$ cat src/rtl/pipe_pkg.sv
// Shared types and helpers for the MEM/WB pipeline record buffer.
//   wb_rec_t   : write-back record at default widths
//   ptr_inc    : circular pointer increment with explicit wrap (any depth 1..16)
package pipe_pkg;

  localparam int unsigned DATA_W_DEF     = 32;
  localparam int unsigned REG_ADDR_W_DEF = 5;
  localparam int unsigned PTR_MAX_W      = 4;

  typedef struct packed {
    logic                      wb_en;
    logic                      mem_r_en;
    logic [DATA_W_DEF-1:0]     alu_result;
    logic [DATA_W_DEF-1:0]     mem_read_value;
    logic [REG_ADDR_W_DEF-1:0] dst;
  } wb_rec_t;

  // Wraps from depth-1 back to 0; depth need not be a power of two.
  function automatic logic [PTR_MAX_W-1:0] ptr_inc(input logic [PTR_MAX_W-1:0] ptr,
                                                   input int unsigned          depth);
    if (ptr >= PTR_MAX_W'(depth - 1)) begin
      ptr_inc = '0;
    end else begin
      ptr_inc = ptr + PTR_MAX_W'(1);
    end
  endfunction

endpackage

$ cat src/rtl/pipe_ctrl.sv
// Occupancy/pointer control for the MEM/WB record buffer, payload independent.
// Ports:
//   clk, rst (sync, active-low), flush
//   in_valid, out_ready       : handshake inputs
//   in_ready, out_valid       : handshake outputs (in_ready combinational from out_ready)
//   push                      : record is written this cycle at wr_ptr
//   wr_ptr, rd_ptr, count     : buffer state
module pipe_ctrl
  import pipe_pkg::*;
#(
  parameter  int unsigned DEPTH = 2,
  localparam int unsigned CNT_W = $clog2(DEPTH + 1),
  localparam int unsigned PTR_W = (DEPTH > 1) ? $clog2(DEPTH) : 1
) (
  input  logic             clk,
  input  logic             rst,
  input  logic             flush,
  input  logic             in_valid,
  input  logic             out_ready,
  output logic             in_ready,
  output logic             out_valid,
  output logic             push,
  output logic [PTR_W-1:0] wr_ptr,
  output logic [PTR_W-1:0] rd_ptr,
  output logic [CNT_W-1:0] count
);

  logic [PTR_W-1:0] rd_ptr_q, rd_ptr_d;
  logic [PTR_W-1:0] wr_ptr_q, wr_ptr_d;
  logic [CNT_W-1:0] count_q, count_d;
  logic             rdy_q, rdy_d;
  logic             pop;

  // Handshake decode and next-state computation.
  always_comb begin
    // rdy_q holds in_ready low for the first cycle after reset release.
    in_ready  = rst & rdy_q & ~flush & ((count_q < CNT_W'(DEPTH)) | out_ready);
    out_valid = (count_q != '0);
    push      = in_valid & in_ready;
    pop       = out_valid & out_ready & ~flush;

    rd_ptr_d = rd_ptr_q;
    wr_ptr_d = wr_ptr_q;
    count_d  = count_q;
    rdy_d    = 1'b1;

    if (flush) begin
      rd_ptr_d = '0;
      wr_ptr_d = '0;
      count_d  = '0;
    end else begin
      if (push) wr_ptr_d = PTR_W'(ptr_inc(PTR_MAX_W'(wr_ptr_q), DEPTH));
      if (pop)  rd_ptr_d = PTR_W'(ptr_inc(PTR_MAX_W'(rd_ptr_q), DEPTH));
      if (push && !pop) begin
        count_d = count_q + CNT_W'(1);
      end else if (pop && !push) begin
        count_d = count_q - CNT_W'(1);
      end
    end
  end

  always_ff @(posedge clk) begin
    if (!rst) begin
      rd_ptr_q <= '0;
      wr_ptr_q <= '0;
      count_q  <= '0;
      rdy_q    <= 1'b0;
    end else begin
      rd_ptr_q <= rd_ptr_d;
      wr_ptr_q <= wr_ptr_d;
      count_q  <= count_d;
      rdy_q    <= rdy_d;
    end
  end

  assign wr_ptr = wr_ptr_q;
  assign rd_ptr = rd_ptr_q;
  assign count  = count_q;

endmodule

$ cat src/rtl/mem_wb_pipe_fifo.sv
// MEM/WB pipeline stage buffer holding up to DEPTH write-back records with
// valid/ready handshakes on both sides and a synchronous flush.
// Ports:
//   clk, rst (sync, active-low), flush
//   in_valid/in_ready + *_in         : record from MEM
//   out_valid/out_ready + head fields: record to WB, zeroed when out_valid==0
//   count                            : occupancy 0..DEPTH
//   stall_cycles                     : only with MEM_WB_STALL_CNT_EN defined; saturating
//                                      count of stalled handshake sides
module mem_wb_pipe_fifo
  import pipe_pkg::*;
#(
  parameter  int unsigned DATA_W     = DATA_W_DEF,
  parameter  int unsigned REG_ADDR_W = REG_ADDR_W_DEF,
  parameter  int unsigned DEPTH      = 2,
  localparam int unsigned CNT_W      = $clog2(DEPTH + 1)
) (
  input  logic                  clk,
  input  logic                  rst,
  input  logic                  flush,
  input  logic                  in_valid,
  output logic                  in_ready,
  input  logic                  wb_en_in,
  input  logic                  mem_r_en_in,
  input  logic [DATA_W-1:0]     alu_result_in,
  input  logic [DATA_W-1:0]     mem_read_value_in,
  input  logic [REG_ADDR_W-1:0] dst_in,
  output logic                  out_valid,
  input  logic                  out_ready,
  output logic                  wb_en,
  output logic                  mem_r_en,
  output logic [DATA_W-1:0]     alu_result,
  output logic [DATA_W-1:0]     mem_read_value,
  output logic [REG_ADDR_W-1:0] dst,
  output logic [CNT_W-1:0]      count
`ifdef MEM_WB_STALL_CNT_EN
  ,
  output logic [31:0]           stall_cycles
`endif
);

  localparam int unsigned PTR_W = (DEPTH > 1) ? $clog2(DEPTH) : 1;

  typedef struct packed {
    logic                  wb_en;
    logic                  mem_r_en;
    logic [DATA_W-1:0]     alu_result;
    logic [DATA_W-1:0]     mem_read_value;
    logic [REG_ADDR_W-1:0] dst;
  } rec_t;

  logic             push;
  logic [PTR_W-1:0] wr_ptr;
  logic [PTR_W-1:0] rd_ptr;
  rec_t             in_rec;
  rec_t             head;
  rec_t             mem_q [DEPTH];
  rec_t             mem_d [DEPTH];

  pipe_ctrl #(.DEPTH(DEPTH)) u_ctrl (
    .clk       (clk),
    .rst       (rst),
    .flush     (flush),
    .in_valid  (in_valid),
    .out_ready (out_ready),
    .in_ready  (in_ready),
    .out_valid (out_valid),
    .push      (push),
    .wr_ptr    (wr_ptr),
    .rd_ptr    (rd_ptr),
    .count     (count)
  );

  // Storage write port.
  always_comb begin
    in_rec.wb_en          = wb_en_in;
    in_rec.mem_r_en       = mem_r_en_in;
    in_rec.alu_result     = alu_result_in;
    in_rec.mem_read_value = mem_read_value_in;
    in_rec.dst            = dst_in;
    mem_d = mem_q;
    if (push) mem_d[wr_ptr] = in_rec;
  end

  always_ff @(posedge clk) begin
    if (!rst) begin
      mem_q <= '{default: '0};
    end else begin
      mem_q <= mem_d;
    end
  end

  // Head record, gated so an empty buffer can never cause a register-file write.
  always_comb begin
    head           = mem_q[rd_ptr];
    wb_en          = out_valid & head.wb_en;
    mem_r_en       = out_valid & head.mem_r_en;
    alu_result     = out_valid ? head.alu_result     : '0;
    mem_read_value = out_valid ? head.mem_read_value : '0;
    dst            = out_valid ? head.dst            : '0;
  end

`ifdef MEM_WB_STALL_CNT_EN
  logic [31:0] stall_q, stall_d;
  logic [1:0]  stall_inc;

  // Each stalled side contributes one per cycle; saturates at all-ones.
  always_comb begin
    stall_inc = 2'(out_valid & ~out_ready) + 2'(in_valid & ~in_ready);
    if (stall_q > (32'hFFFF_FFFF - 32'(stall_inc))) begin
      stall_d = 32'hFFFF_FFFF;
    end else begin
      stall_d = stall_q + 32'(stall_inc);
    end
  end

  always_ff @(posedge clk) begin
    if (!rst) begin
      stall_q <= '0;
    end else begin
      stall_q <= stall_d;
    end
  end

  assign stall_cycles = stall_q;
`endif

endmodule

$ cat config.mk
export PLATFORM = sky130hd
export DESIGN_NAME = mem_wb_pipe_fifo
export DESIGN_NICKNAME = d
export VERILOG_FILES = /design/src/rtl/pipe_pkg.sv /design/src/rtl/pipe_ctrl.sv /design/src/rtl/mem_wb_pipe_fifo.sv
export SDC_FILE = /design/constraint.sdc
export NUM_CORES = 1
export LEC_CHECK = 0
export CAP_MARGIN = 20
export CELL_PAD_IN_SITES_DETAIL_PLACEMENT = 1
export CELL_PAD_IN_SITES_GLOBAL_PLACEMENT = 1
export CORE_MARGIN = 5
export CORE_UTILIZATION = 42
export CTS_BUF_LIST = sky130_fd_sc_hd__clkbuf_8
export CTS_CLUSTER_DIAMETER = 120
export DETAILED_ROUTE_END_ITERATION = 10
export HOLD_SLACK_MARGIN = 0.06
export PLACE_DENSITY = 0.88
export SKIP_LAST_GASP = 1
export SYNTH_ARGS = -nofsm -noshare
export SYNTH_HDL_FRONTEND = slang
export SYNTH_SLANG_ARGS = --single-unit
$ cat constraint.sdc
create_clock -name clk -period 2.65 [get_ports clk]
set_clock_uncertainty 0.05 [all_clocks]
set_input_delay 0.265 -clock clk [delete_from_list [all_inputs] [get_ports clk]]
set_output_delay 0.265 -clock clk [all_outputs]
set_load 0.05 [all_outputs]
# ---- Word level (Yosys, flattened, before mapping)
# Index checks and enable logic that the tools add are counted.
dict set report word_totals {
  register_bits 147
  latchBits 0
  mem_bits_rw 0
  rom_bits 0
  input_bits 76
  output_inout_bits 75
  elab_cells 59
  memories 0
}
dict set report op_classes {
  n_addsub 4
  mul 0
  n_div 0
  order_cmp 6
  n_eq_ne 0
  shift 0
  n_mux 14
  n_bitwise 13
  reduce_logical 8
}
# operator count
set ops {}
lappend ops {{$mux 71} 4}
lappend ops {{$bwmux 142} 1}
lappend ops {{$demux 71 s1} 1}
lappend ops {{$mux 32} 2}
lappend ops {{$and 1x1->1} 8}
lappend ops {{$mux 5} 1}
lappend ops {{$ge 2x2->1 const B} 2}
lappend ops {{$mux 2} 2}
lappend ops {{$not 1->2} 2}
lappend ops {{$reduce_bool 2->1} 2}
lappend ops {{$logic_and 1x1->1} 3}
lappend ops {{$mux 1} 3}
lappend ops {{$add 1x1->1 const B} 2}
lappend ops {{$add 2x1->2 const B} 1}
lappend ops {{$ge 1x1->1 const B} 2}
lappend ops {{$logic_not 1->1} 2}
lappend ops {{$lt 2x1->1 const B} 1}
lappend ops {{$lt 2x2->1 const B} 1}
lappend ops {{$not 1->1} 2}
lappend ops {{$reduce_or 2->1} 1}
lappend ops {{$sub 2x1->2 const B} 1}
lappend ops {{$or 1x1->1} 1}

# ---- Longest topological paths before layout
# Gate-level depths: netlist of run 1.
dict set report logic_depth {
  word_depth 8
  ltp_mapped 7
  depth_no_buf 6
}

# ---- Modules after synthesis
# From an unflattened synthesis of run 1, not the netlist that was laid out.
dict set report unflattened {
  cells_unflattened 721
  area_unflattened_um2 7064.3
}
# module n_inst cells_each area_each_um2 seq_area_each_um2
set by_module_without_submodules {}
lappend by_module_without_submodules {mem_wb_pipe_fifo 1 696 6831.6 2842.7}
lappend by_module_without_submodules {pipe_ctrl 1 25 232.7 100.1}

# ---- Worst setup path after synthesis of run 1
# No wires, ideal clock.
dict set report synth_timing {
  kind {reg-to-output}
  startpoint {register u_ctrl.count_q[0], in the netlist u_ctrl.count[0]}
  endpoint {output alu_result[0]}
  t_arrival_ps 1832
  t_required_ps 2335
  slack_ps 503
  path_stages_with_launch 4
  n_path_buf 1
  cell_sequence {dfxtp_1 nor2_1 clkbuf_1 nor2_1}
}
dict set report synth_between {
  elab_chain_len 2
}
# element line_no
set synth_rtl {}
lappend synth_rtl {{start, declared} pipe_ctrl.sv:30} ;# logic [CNT_W-1:0] count_q, count_d;
lappend synth_rtl {{start signal, assigned} pipe_ctrl.sv:71} ;# count_q <= count_d;
lappend synth_rtl {{$reduce_bool 2->1} pipe_ctrl.sv:38} ;# out_valid = (count_q != '0);
lappend synth_rtl {{$mux 32} mem_wb_pipe_fifo.sv:98} ;# alu_result = out_valid ? head.alu_result : '0;
lappend synth_rtl {{end, declared} mem_wb_pipe_fifo.sv:32} ;# output logic [DATA_W-1:0] alu_result,
# Every way passes these cells.

# ---- Worst setup path after layout of run 1
dict set report layout_timing {
  startpoint {register u_ctrl.count_q[0], in the netlist u_ctrl.count[0]}
  endpoint {output alu_result[29]}
}
# Same word-level chain as after synthesis.

==> results of run 1 <==
-- logic make-up after synthesis --
group           Yosys count  share of synthesized area [%]
fa+ha+maj                 1                         0.1898
simple gates            299                          17.50
compound gates            4                         0.3035
buf+inv                  56                          4.631
xor+xnor                  3                         0.3986
mux                     213                          32.34
flops                   147                          44.64
-- cells in the final DEF, fill, tap and decap left out, types with 2 or more instances in the layout --
cell             count
clkdlybuf4s50_1     86
buf_6                2
clkbuf_8            23
inv_1                3
nor2b_1              2
dlymetal6s2s_1       3
mux2i_1            213
o21ai_0              2
dlygate4sd2_1       20
dfxtp_1            146
xor2_1               3
nand2_1            215
clkinv_2             2
buf_4               44
nor2_1              74
buf_12               4
-- per-stage QoR --
step           cell area (um2)  setup slack (ps)  std cells  util (%)  hold WS (ps)
2_1_floorplan             6593             503.0        723         -         242.7
3_3_place_gp              8095             455.8       1038     52.86         391.3
3_5_place_dp              8095             399.2       1038     52.86         400.5
4_1_cts                   8442             4.620       1067     55.12         203.7
5_1_grt                   8453             12.67       1067     55.20         236.8
6_report                  8453             124.3       1067     55.20         237.8
-- worst min path at each step --
stage	endpoint	from	cells after the start	slack (ps)
finish	u_ctrl.wr_ptr	rst	4	240
detailed placement	mem_q[64]	mem_q[64]	2	400
global placement	mem_q[9]	mem_q[9]	2	390
CTS	u_ctrl.wr_ptr	rst	4	200
floorplan	u_ctrl.rdy_q	rst	0	240
global route	u_ctrl.wr_ptr	rst	4	240
-- registers in the layout (all words and copies together), names as in the netlist --
register and count:
u_ctrl.wr_ptr 1, u_ctrl.rdy_q 1, mem_q 142, u_ctrl.rd_ptr 1, u_ctrl.count 2
-- layout make-up --
type	instances	area, um2
clock buffers	23	316.6
clock inverters	6	55.05
fillers	1757	6862
inverters	1	3.754
multi-input cells	520	3361
flip-flops and latches	147	2947
well taps	211	264.0
repair buffers	159	1506
-- Yosys cell counts, drive strengths merged (2+ instances only) --
library cell  instances  share of area, %
buf                  23               2.8
clkbuf               32               1.8
dfxtp               147                45
mux2i               213                32
nand2               215                12
nor2                 75               4.3
nor2b                 2              0.19
o21ai                 3              0.23
xor2                  3              0.40
-- critical path: stages (launching register included) --
cell and delay (ps):
dfxtp_1 490, nor2_4 110, buf_6 210, nor2_1 130, clkdlybuf4s50_1 820
-- per-layer routing --
metal,track usage [%],vias to the layer above,part of all wire [%]
met5,0,-,0
met4,7.671,0,2.2
met3,4.458,30,3.7
met2,36.06,111,51
met1,23.46,2587,43
li1,-,2615,-
-- repair_timing --
action,in CTS,in global routing
setup endpoints to repair,20,11
hold buffers,0,0
resized for setup,20,4
-- where the power goes --
| group | switching, uW | internal [uW] |
|---|---|---|
| sequential | 16.3 | 2240 |
| clock | 790 | 867 |
| combinational | 176 | 164 |
| total | 983 | 3270 |
==> metrics.yaml, run 1 <==
run_status:
  outcome: "completed"
run:
  drv_cap: 0
sta:
  max_freq_ghz: 0.3959
  slew_headroom_pct: 33.75
  grt_setup_unrepaired: "no"
  worstMarginPinSlew_ps: 993.7
  post-route-period-util_pct: 95.31
  setup_viol: 0
  fin_crit_ps: 2526
  finalSetupTns_ps: 0
  hold_viol: 0
  maxSlewViolCount: 0
worst_setup_path:
  worstSetupPathType: "flip-flop to primary output"
  crit_path_end_kind: "primary output"
  crit_path_start_kind: "flip-flop"
  worstSetupEndpoint: "alu_result[29]"
  r2r-start: "u_ctrl.count[1]"
  regToRegEndpoint: "u_ctrl.count[1]"
  r2r_slack_ps: 690
  crit_required_ps: 2340
  reg2regPathDepth: 6
  crit_start: "u_ctrl.count[0]"
  cp.arrival_ps: 2210
  worstPathMaxFanout: 31
final_layout:
  diodes: 0
  final_layout_size_suffix_gt1_share_pct: 9.696
  syn_to_final_growth_pct: 28.22
  nNetsFinal: 923
clock_tree:
  clock_latency_ps: 450
  clock-sinks: 147
  clkTransAtPathRegs_ps: 80
  cts_buffers: 17
  cts-root-buf: "clkbuf_8"
  cts_max_path_buffers: 2
  post_cts_buffers: 0
  tritoncts: "done"
  htreeDepth: 4
synthesis:
  synth_edf_count: 0
  synthArstFlopShare_pct: 0
  syn-instance-count: 723
  synth.yosys.warnings: 0
  synth_flop_cell: "dfxtp_1"
  ys_seq_area_share_pct: 44.64
  netlist_area_um2: 6593
  netlist-cell-type-count: 22
  avgSynthCellArea_um2: 9.118
  synth_nets: 800
  ys_seq_elements: 147
global_routing:
  grt_usage_pct: 20.16
  grt_start_max_net_pins: 217
  grt-ovfl-total: 0
  grt_pass1_vias: 6029
  antenna_found_initial: 0
  grt_pass1_wl_um: 29460
placed_design:
  port_buffers: 150
  place_congestion: 0.7871
  dp_hpwl_um: 12050
floorplan:
  dieArea_um2: 18300
  die_x_um: 135.3
  io_pins: 151
  start_util_pct: 43.05
  core_area_um2: 15310
  die_h_um: 135.3
  num_rows: 45
route:
  drtPass1Iterations: 4
  via_per_inst: 5.007
  drt_iter0_markers: 276
  drc: 0
  num_vias: 5343
  wl_per_cell_um: 16.83
  antenna_left: 0
  drt_wl_total_um: 17960
power_and_ir_drop:
  power_density_nw_per_um2: 502.7
  p_leak_uw: 0.003456
  ir_worst_vdd_mv: 0.2868
  p_total_uw: 4250
hold_path:
  worstHoldPathType: "input port to flip-flop"
No activity file was read; power rests on OpenSTA's default activity.
==> run 2: changes to the inputs <==
--- a/config.mk
+++ b/config.mk
@@ -16,6 +16,7 @@
 export HOLD_SLACK_MARGIN = 0.06
 export PLACE_DENSITY = 0.88
 export SKIP_LAST_GASP = 1
+export SLEW_MARGIN = 40
 export SYNTH_ARGS = -nofsm -noshare
 export SYNTH_HDL_FRONTEND = slang
 export SYNTH_SLANG_ARGS = --single-unit
==> run 2 against run 1 <==
Effect of this change: setup slack improved by 7.5 ps; hold slack got worse by 61 ps; final cell count about the same; highest routed layer unchanged; die area unchanged; via count increased by 0.92%; power increased by 0.12%; sequential share of layout area decreased by 0.11 points; largest cell class unchanged.
==> metrics.yaml, run 2 (synthesized netlist as in run 1, its figures left out) <==
run_status:
  outcome: "completed"
global_routing:
  grt_usage_pct: 20.16  # unchanged
  antenna_found_initial: 0  # unchanged
  grt-ovfl-total: 0  # unchanged
  grt_start_max_net_pins: 217  # unchanged
  grt_pass1_wl_um: 29460  # unchanged
  grt_pass1_vias: 6029  # unchanged
route:
  routed.top_layer: "met4"
  drt_wl_total_um: 18010  # +0.31%
  drt-met1-wl_um: 7724  # +0.48%
  wl_per_cell_um: 16.87  # +0.22%
  num_vias: 5392  # +0.92%
  drtPass1Iterations: 4  # unchanged
  antenna_left: 0  # unchanged
  drc: 0  # unchanged
  route.met3.wl_um: 710  # +7.3%
  met2_length_um: 9177  # -0.26%
  drt_iter0_markers: 230  # -17%
  via_per_inst: 5.049  # +0.82%
clock_tree:
  clkTransAtPathRegs_ps: 80  # about the same
  htreeDepth: 4  # unchanged
  post_cts_buffers: 0  # unchanged
  cts_buffers: 17  # unchanged
  cts_max_path_buffers: 2  # unchanged
  clock_latency_ps: 450  # about the same
  tritoncts: "done"
  cts_hold_buf: 0  # unchanged
  clock-sinks: 147  # unchanged
  cts-root-buf: "clkbuf_8"
floorplan:
  num_rows: 45  # unchanged
  die_h_um: 135.3  # unchanged
  io_pins: 151  # unchanged
  core_area_um2: 15310  # unchanged
  start_util_pct: 43.05  # unchanged
  dieArea_um2: 18300  # unchanged
  die_x_um: 135.3  # unchanged
worst_setup_path:
  worstSetupPathType: "flip-flop to primary output"
  crit_required_ps: 2340  # about the same
  crit_path_start_kind: "flip-flop"
  crit_slowest_cell: "clkdlybuf4s50_1"
  critical_path.top_delay_family: "buffers and inverters"
  r2r-start: "u_ctrl.count[1]"
  critPathMaxStageDelay_ps: 820  # about the same
  crit_path_end_kind: "primary output"
  crit_buf_inv: 2  # unchanged
  crit_start: "u_ctrl.count[0]"
  cp.arrival_ps: 2200  # about the same
  worstPathMaxFanout: 31  # unchanged
  cp_cell_sequence: "nor2_4 > buf_6 > nor2_1 > clkdlybuf4s50_1"
sta:
  worstMarginPinSlew_ps: 550.0  # -443.8 ps
  setup_viol: 0  # unchanged
  hold_viol: 0  # unchanged
  fin_crit_ps: 2518  # -7.508 ps
  max_freq_ghz: 0.3971  # +0.30%
  maxSlewViolCount: 0  # unchanged
  finalSetupTns_ps: 0  # unchanged
  grt_setup_unrepaired: "no"
  post-route-period-util_pct: 95.03  # -0.28 points
  slew_headroom_pct: 63.34  # +30 points
final_layout:
  multiInputGateArea_um2: 3361  # unchanged
  final_layout_size_suffix_gt1_share_pct: 9.802  # +0.11 points
  largest-register: "mem_q"
  largest_register_ff_count: 142  # unchanged
  syn_to_final_growth_pct: 28.64
  final-instance-count-excl-fill: 1068  # +0.094%
  layout_commonest_cell: "nand2_1"
  nNetsFinal: 924  # +0.11%
  seqCellArea_um2: 2947  # unchanged
  fillCellCount: 1755  # -0.11%
  diodes: 0  # unchanged
  mostFrequentLayoutCells: "nand2_1 (215), mux2i_1 (213), dfxtp_1 (146), clkdlybuf4s50_1 (86), nor2_1 (74)"
placed_design:
  place_congestion: 0.7871  # unchanged
  dp.cells: 1038  # unchanged
  dp_hpwl_um: 12050  # unchanged
  port_buffers: 150  # unchanged
hold_path:
  hp-start: "rst"
  worstHoldPathType: "input port to flip-flop"
power_and_ir_drop:
  ir_worst_vdd_mv: 0.2880  # +0.43%
  p_leak_uw: 0.003468  # +0.37%
  power_density_nw_per_um2: 501.7  # -0.21%
run:
  drv_cap: 0  # unchanged
==> run 2: path summary, 6_finish.rpt <==
path                         end  slack (ps)  depth (start not counted)
setup / recovery  alu_result[29]         130                          4
hold / removal      u_ctrl.rdy_q         180                          2
setup reg to reg       mem_q[80]         680                          4
hold reg to reg        mem_q[26]         410                          2
==> run 2: metrics by stage <==
stage	setup WS [ps]	utilization [%]	cell area (um2)	total power, uW	hold WS, ps
after detailed placement	399.2	52.86	8095	2643	400.5
after floorplan	503.0	-	6593	2476	242.7
after global routing	13.34	55.38	8481	4426	165.8
final	131.8	55.38	8481	4255	176.8
after CTS	4.620	55.12	8442	4308	203.7
after global placement	455.8	52.86	8095	2626	391.3
==> run 2: power breakdown <==
group,switching (uW),total [uW],internal (uW),leakage (uW)
registers,16.3,2250,2240,0.00119
logic,177,346,168,0.00208
clock network,790,1660,867,0.000198
==> run 2: worst register-to-register path: cells and delay by family (launching register included) <==
kind                   cells  cell delay, ps
AND/OR/NAND/NOR            2             600
flip-flops                 1             480
buffers and inverters      1             430
multiplexers               1             340
==> run 2: layer usage <==
layer / track usage, % / vias to the layer above
li1: - / 2617
met1: 23.46 / 2623
met2: 36.06 / 122
met3: 4.458 / 30
met4: 7.671 / 0
met5: 0 / -
==> run 2: timing repair <==
item / 4_1_cts / 5_1_grt
gates resized for setup: 20 / 4
hold endpoints to repair: 0 / 0
cloned: 0 / 0
setup endpoints to repair: 20 / 11
==> run 2: area by class of cell <==
class	instances	share of cell area (%)
Clock buffer	23	3.733
Clock inverter	6	0.6492
Inverter	1	0.04426
Multi-Input combinational cell	520	39.63
Sequential cell	147	34.74
Tap cell	211	3.113
Timing Repair Buffer	160	18.09
==> run 3: changes to the inputs <==
--- a/config.mk
+++ b/config.mk
@@ -8,7 +8,6 @@
 export CAP_MARGIN = 20
 export CELL_PAD_IN_SITES_DETAIL_PLACEMENT = 1
 export CELL_PAD_IN_SITES_GLOBAL_PLACEMENT = 1
-export CORE_MARGIN = 5
 export CORE_UTILIZATION = 42
 export CTS_BUF_LIST = sky130_fd_sc_hd__clkbuf_8
 export CTS_CLUSTER_DIAMETER = 120
==> run 3 against run 2 <==
Effect of this change: cell area rose by 1.7%; global-route usage is 2.2 points higher; clock power grew 24%; non-clock buffer count is the same; flip-flop and latch count is the same; sequential power hardly changed; wire length shrank 2.8%; power rose by 9.6%; sequential share of layout area fell by 0.57 points; fmax shrank 1.5%; final cell count increased by 0.28%; combinational power is essentially flat; largest power group unchanged.
==> metrics.yaml, run 3 (synthesized netlist as in run 1, its figures left out) <==
final_layout:
  layout_commonest_cell: "nand2_1"
  syn_to_final_growth_pct: 30.80
  nNetsFinal: 924  # unchanged
  largest_register_ff_count: 142  # unchanged
  diodes: 0  # unchanged
  mostFrequentLayoutCells: "nand2_1 (215), mux2i_1 (213), dfxtp_1 (146), clkdlybuf4s50_1 (101), nor2_1 (74)"
  final_layout_size_suffix_gt1_share_pct: 10.70  # +0.90 points
  largest-register: "mem_q"
placed_design:
  port_buffers: 150  # unchanged
  place_congestion: 0.7602  # -3.4%
  place_ws_ps: 380.3  # -18.83 ps
  dp_hpwl_um: 11470  # -4.8%
global_routing:
  grt_pass1_wl_um: 28280  # -4.0%
  grt_pass1_vias: 5901  # -2.1%
  grt-ovfl-total: 0  # unchanged
  grt_start_max_net_pins: 217  # unchanged
  antenna_found_initial: 0  # unchanged
  grt_usage_pct: 22.33  # +2.2 points
sta:
  post-route-period-util_pct: 96.46  # +1.4 points
  worstMarginPinSlew_ps: 571.0  # +21.10 ps
  grt_setup_unrepaired: "no"
  slew_headroom_pct: 61.93  # -1.4 points
  hold_slack_ps: 254.1  # +77.26 ps
  max_freq_ghz: 0.3912  # -1.5%
  fin_crit_ps: 2556  # +37.89 ps
  setup_slack_ps: 93.90  # -37.89 ps
  hold_viol: 0  # unchanged
  setup_viol: 0  # unchanged
  maxSlewViolCount: 0  # unchanged
  finalSetupTns_ps: 0  # unchanged
clock_tree:
  tritoncts: "done"
  clock_latency_ps: 440  # about the same
  clock-sinks: 147  # unchanged
  cts_max_path_buffers: 2  # unchanged
  htreeDepth: 4  # unchanged
  cts_buffers: 17  # unchanged
  clkTransAtPathRegs_ps: 80  # about the same
  cts-root-buf: "clkbuf_8"
route:
  drt_wl_total_um: 17500  # -2.8%
  wl_per_cell_um: 16.34  # -3.1%
  drtPass1Iterations: 7  # +3
  antenna_left: 0  # unchanged
  via_per_inst: 5.039  # -0.19%
  num_vias: 5397  # +0.093%
  drt_iter0_markers: 161  # -30%
  drc: 0  # unchanged
floorplan:
  core_area_um2: 15260  # -0.37%
  start_util_pct: 43.21  # +0.16 points
  dieArea_um2: 16200  # -11%
  die_x_um: 127.3  # -5.9%
  num_rows: 45  # unchanged
  die_h_um: 127.3  # -5.9%
  io_pins: 151  # unchanged
worst_setup_path:
  crit_path_end_kind: "primary output"
  worstSetupPathType: "flip-flop to primary output"
  crit_start: "u_ctrl.count[0]"
  worstPathMaxFanout: 57  # +84%
  cp.arrival_ps: 2240  # +40 ps
  crit_required_ps: 2340  # about the same
  crit_path_start_kind: "flip-flop"
  r2r-start: "u_ctrl.count[1]"
hold_path:
  hp-start: "rst"
  worstHoldPathType: "input port to flip-flop"
power_and_ir_drop:
  p_leak_uw: 0.003434  # -0.99%
  power_density_nw_per_um2: 540.7  # +7.8%
  p_total_uw: 4663  # +9.6%
  ir_worst_vdd_mv: 0.2881  # about the same
run:
  drv_cap: 0  # unchanged
run_status:
  outcome: "completed"
## run 3: cell count changes in the layout (fill, tap and decap cells not counted), sizes merged
cell,delta
buf,+6
bufinv,+5
clkbuf,-4
clkdlybuf4s50,+15
clkinv,+1
clkinvlp,-1
dlygate4sd2,-20
dlymetal6s2s,-1
inv,+2
## run 3: area by class of cell
class,count,area [um2]
Tap cell,211,264.0
Fill cell,1745,6635
Clock buffer,19,261.5
Sequential cell,147,2947
Inverter,1,3.754
Timing Repair Buffer,160,1574
Multi-Input combinational cell,520,3361
Clock inverter,13,212.7
## run 3: metrics by stage
stage / utilization (%) / area (um2) / instances
floorplan: - / 6593 / 723
global placement: 52.99 / 8085 / 1037
detailed placement: 52.99 / 8085 / 1037
CTS: 56.30 / 8591 / 1070
global route: 56.52 / 8623 / 1071
finish: 56.52 / 8623 / 1071
## run 3: power breakdown
group / internal [uW] / switching (uW)
Combinational: 171 / 176
Sequential: 2230 / 16.7
Clock: 1250 / 813
Total: 3660 / 1010
## run 3: path summary, 6_finish.rpt
kind,slack (ps),cells after the start,end
setup / recovery,90,4,mem_read_value[22]
hold / removal,250,4,u_ctrl.wr_ptr
setup reg to reg,690,5,u_ctrl.count[1]
hold reg to reg,410,2,mem_q[11]
## run 3: what timing repair did
action | 4_1_cts | 5_1_grt
resized for setup | 1 | 2
setup buffers | 1 | 0
endpoints found under the hold margin | 0 | 0
endpoints found under the setup margin | 8 | 2
hold buffers | 0 | 0
## run 3: per-layer routing
metal  track usage (%)  part of all wire [%]
met1             24.37                    42
met2             41.63                    51
met3             4.648                   4.4
met4             9.454                   2.0
met5                 0                     0
## run 3: worst max-delay path: stages, from the launching register on
cell             delay [ps]
dfxtp_1                 500
nor2_4                   70
buf_12                  210
nor2_1                  180
clkdlybuf4s50_1         830
